**config.mk**
```make
export PLATFORM = sky130hd
export DESIGN_NAME = xor_checksum_ctrl
export DESIGN_NICKNAME = d
export VERILOG_FILES = /design/src/rtl/xor_checksum_ctrl.sv
export SDC_FILE = /design/constraint.sdc
export NUM_CORES = 1
export LEC_CHECK = 0
export ABC_AREA = 1
export CAP_MARGIN = 20
export CORE_ASPECT_RATIO = 1.5
export CORE_MARGIN = 1.5
export CORE_UTILIZATION = 38
export CTS_CLUSTER_DIAMETER = 120
export DETAILED_ROUTE_END_ITERATION = 7
export PLACE_DENSITY = 0.83
export SYNTH_ARGS = -nofsm -noshare
export SYNTH_HDL_FRONTEND = slang
export SYNTH_SLANG_ARGS = --single-unit
```
**constraint.sdc**
```tcl
create_clock -name clk -period 1.2 [get_ports clk]
set_input_delay 0.12 -clock clk [delete_from_list [all_inputs] [get_ports clk]]
set_output_delay 0.12 -clock clk [all_outputs]
set_load 0.05 [all_outputs]
```
**src/rtl/xor_checksum_ctrl.sv**
```systemverilog
// rtl/xor_checksum_ctrl.sv - folds a length-prefixed word burst into one XOR checksum
module xor_checksum_ctrl #(
    parameter int WIDTH = 8,
    parameter int LEN_W = 8
) (
    input  logic             clk,
    input  logic             rst_n,
    input  logic             start,
    input  logic [WIDTH-1:0] seed,
    input  logic [LEN_W-1:0] len,
    output logic             busy,
    input  logic             in_valid,
    input  logic [WIDTH-1:0] in_data,
    output logic             in_ready,
    output logic [LEN_W-1:0] remaining,
    output logic             out_valid,
    output logic [WIDTH-1:0] out_data,
    input  logic             out_ready
);

    localparam logic [1:0] S_IDLE  = 2'd0;
    localparam logic [1:0] S_ACCUM = 2'd1;
    localparam logic [1:0] S_DONE  = 2'd2;

    logic [1:0]       state;
    logic [WIDTH-1:0] acc;
    logic [LEN_W-1:0] rem_q;

    // Every output is a pure decode of registered state, so no input reaches an output combinationally.
    assign busy      = (state != S_IDLE);
    assign in_ready  = (state == S_ACCUM);
    assign out_valid = (state == S_DONE);
    assign out_data  = acc;
    assign remaining = rem_q;

    always_ff @(posedge clk) begin
        if (!rst_n) begin
            state <= S_IDLE;
            acc   <= '0;
            rem_q <= '0;
        end else begin
            case (state)
                S_IDLE: begin
                    if (start) begin
                        acc   <= seed;
                        rem_q <= len;
                        state <= (len != '0) ? S_ACCUM : S_DONE;
                    end
                end
                S_ACCUM: begin
                    // ACCUM is only entered with a nonzero count, so this decrement cannot wrap.
                    if (in_valid) begin
                        acc   <= acc ^ in_data;
                        rem_q <= rem_q - LEN_W'(1);
                        if (rem_q == LEN_W'(1)) begin
                            state <= S_DONE;
                        end
                    end
                end
                S_DONE: begin
                    if (out_ready) begin
                        state <= S_IDLE;
                    end
                end
                default: begin
                    state <= S_IDLE;
                end
            endcase
        end
    end

endmodule

```
==> summary.txt <==
Die
  • Initial core utilization: around two fifths
  • Rows: 24
  • Die Height: approximately 71 µm
  • # IOs: 48
  • Core area: just under 3000 µm²
  • Die area: between 3000 and 4000 µm²
  • Die X: 48.35 µm

GRT
  • First-pass GRT wire length: between 6000 and 7000 µm
  • Total track usage: 22.31%
  • Vias in the first global route: approximately 1400
  • Largest net degree at the start of global routing: 14
  • Initial antenna violation count: 0
  • Grt ovf: 0

Drt
  • Met2 routed wirelength: 2428 µm
  • WL final: ~4200 µm
  • Vias: between 1000 and 1500
  • DRC viols: 0
  • Highest routing layer actually used: met4
  • Met1 WL: roughly 1500 µm
  • Wire length on met3: 185 µm
  • Detailed Route Iter0 Violations: 37
  • Routed vias/inst: about 5.2
  • Routed wire per std cell: around 15 µm
  • First-pass iteration count of the detailed router: 4
  • Antenna-violating nets left: 0

STA
  • Highest Clock Rate: slightly below 0.8 GHz
  • Slew Limit Fails: 0
  • Final worst path period share: 106.5%
  • Worst-Margin Slew: roughly 0.30 ns
  • RSZ-0062 raised after global routing: true
  • Fin Clk Skew: about 0.0038 ns
  • Final Hold Vio Count: 0
  • Hold_ws: between 0.4 and 0.5 ns
  • Setup violators final: 12
  • Tmin final: 1.278 ns
  • Max transition margin: roughly 80%
  • Worst setup margin: -0.07830 ns

Yosys
  • Post-synth cell types: 23
  • Post-synth EDFFs: 0
  • #FFs+latches synth: 18
  • Synth area leader: dfxtp_1
  • Top-area cell type share of the netlist area: 30.74%
  • Synthesis Warnings: 0
  • Avg Inst Size Synth: approximately 7.2 µm²
  • Synthesized cell area: between 1000 and 1500 µm²
  • Synth Flop Type: dfxtp_1
  • Sequential share of the synthesized area: a little under a third
  • Top area cells in the synthesized netlist: dfxtp_1 (31%), nand2_1 (8.3%), mux2i_1 (7.7%)
  • Gate Count Post-Synth: approximately 160
  • Net Count, Synth: ~190
  • Async SR Flop Fraction: 0%
  • Most instantiated cells after synthesis: nand2_1 (26), nor2_1 (19), dfxtp_1 (18), a21oi_1 (17), o21ai_0 (17)
  • Top-count cell post-synth: nand2_1

Worst setup path
  • R2R setup slack: -0.08 ns
  • CP bufs+invs: 1
  • Slowest cell on crit path: dfxtp_4
  • R2r startpoint: remaining[2]
  • Reg2reg end: remaining[7]
  • Most used cell, CP: nand2_1
  • Critical path required time: about 1.4 ns
  • CP max stage delay: about 0.37 ns
  • CP cell instances: buf_4 -> nor2_2 -> nand2_2 -> nor2_1 -> nand2_1 -> nand3_1 -> nand2_1 -> a21oi_2
  • Family with the most delay on the worst path: simple AND/OR/NAND/NOR gates
  • Crit path DAT: about 1.5 ns
  • R2R cell count: 8
  • Worst setup EP type: flip-flop
  • Critical path depth: 8
  • CP Max Fanout: 4
  • CP Launch Type: flip-flop
  • WS Path Type: reg2reg

Hold path
  • Min-Delay Path Class: in2reg
  • Hold Path Origin: seed[7]
  • Hold Crit Endpoint: out_data[7]
  • Hold path cells: 3

Power
  • Maximum vdd ir drop: ~2.5 mV
  • Leak: a little over 1 nW
  • Switching Fraction: between 40% and 50%
  • Clk network pwr share: 5.7%
  • Internal: a little over 0.004 W
  • Combinational share of power: approximately three quarters
  • Sw power: slightly below 0.004 W
  • Register share of total power: between 10% and 20%
  • PwrDens: ~3400 nW/µm²

Placed design
  • Dpl hpwl: roughly 2800 µm
  • Setup WS pre-CTS: -0.1461 ns
  • PortBufs: 47
  • GPL Wtd Cong: roughly 0.9

CTS
  • CTS Hold Buffers Added: 0
  • CTS tree: yes
  • Reg clk slew, reported paths: about 0.070 ns
  • Total number of H-tree levels: 1
  • Clk root buf: clkbuf_8
  • CTS sink count: 18
  • Latest clock arrival within the worst-skew pair: about 0.26 ns
  • CTS Buf Count: 3
  • Clock buffer depth: 2

Final layout
  • Register Area: approximately 390 µm²
  • Finished Core Util: around four fifths
  • Layout cells sized above 1: 44.96%
  • N_diodes: 0
  • Area of the multi-input gates: 855.8 µm²
  • Area Overhead vs Synth: 98.08%
  • Number of fill cells: between 150 and 200
  • Final Net Count: between 200 and 300

Run status
  • Violated checks: setup timing
  • Status: finished, violations left

Flow run
  • MaxCap Viol Count: 0
==> placed cells by master, fill, tap and decap left out, types with 5 or more instances in the layout <==
master,Yosys,final
nand2_2,1,7
mux2i_1,9,9
dfxtp_2,0,5
buf_12,0,19
inv_1,16,13
o21ai_1,1,5
dfxtp_4,0,5
nor2_1,19,12
nand2_1,26,20
dfxtp_1,18,8
buf_4,1,27
a21oi_2,2,8
clkdlybuf4s50_1,0,28
o21ai_2,2,8
nand3_1,9,8
a21oi_1,17,11
xor2_1,9,9
==> registers in the layout, indices dropped and copies added (netlist names) <==
name,flops
remaining,8
state,2
out_data,8
==> routing by layer <==
layer | track usage (%) | vias to the layer above
met1 | 23.41 | 687
met4 | 8.889 | 0
met5 | 0 | -
met2 | 43.98 | 62
li1 | - | 683
met3 | 2.954 | 9
==> area by class of cell <==
type	instances	area share (%)
Timing Repair Buffer	77	38.79
Multi-Input combinational cell	120	36.85
Sequential cell	18	16.59
Inverter	19	3.718
Tap cell	39	2.101
Clock buffer	4	1.940
==> cells by family after synthesis <==
logic type / share of synthesized area (%)
and+or+nand+nor: 24.01
xor gates and xnor gates: 7.471
AOI/OAI and AO/OA: 17.93
muxes: 7.684
adders and majority gates: 2.134
buffers and inverters: 10.03
DFF: 30.74
==> how the worst max path moves through the flow <==
stage               slack (ns)           end          from
floorplan                -0.11   out_data[0]      state[0]
detailed placement       -0.15   out_data[6]         start
global placement         -0.12  remaining[7]         start
global route             -0.13  remaining[7]  remaining[4]
CTS                      -0.04  remaining[4]  remaining[0]
finish                   -0.08  remaining[7]  remaining[2]
==> power groups by stage <==
stage	Sequential [W]	Combinational (W)	Clock [W]
after global placement	0.00135	0.00516	0
after CTS	0.00139	0.00543	0.000445
after global routing	0.00152	0.00630	0.000471
after detailed placement	0.00137	0.00526	0
after floorplan	0.00223	0.00198	0
final	0.00149	0.00602	0.000451
==> metrics by stage <==
stage / std cells / setup TNS [ns] / power (W) / instance area [µm²]
after floorplan: 162 / -1.497 / 0.004208 / 1212
after global placement: 271 / -1.410 / 0.006507 / 2086
after detailed placement: 271 / -1.895 / 0.006631 / 2086
after CTS: 275 / -0.09033 / 0.007269 / 2176
after global routing: 277 / -0.9734 / 0.008286 / 2322
final: 277 / -0.2204 / 0.007953 / 2322
==> tightest hold or removal path: stages <==
cell and delay (ns):
clkdlybuf4s50_1 0.40, mux2i_1 0.13, a21oi_1 0.07
==> repair_timing <==
| item | CTS | global route |
|---|---|---|
| buffers inserted | 0 | 2 |
| pin swaps | 2 | 4 |
| resized for setup | 15 | 35 |
| cloned | 0 | 0 |
| setup endpoints to repair | 19 | 19 |
| hold endpoints to repair | 0 | 0 |
No activity file was read; power rests on OpenSTA's default activity.
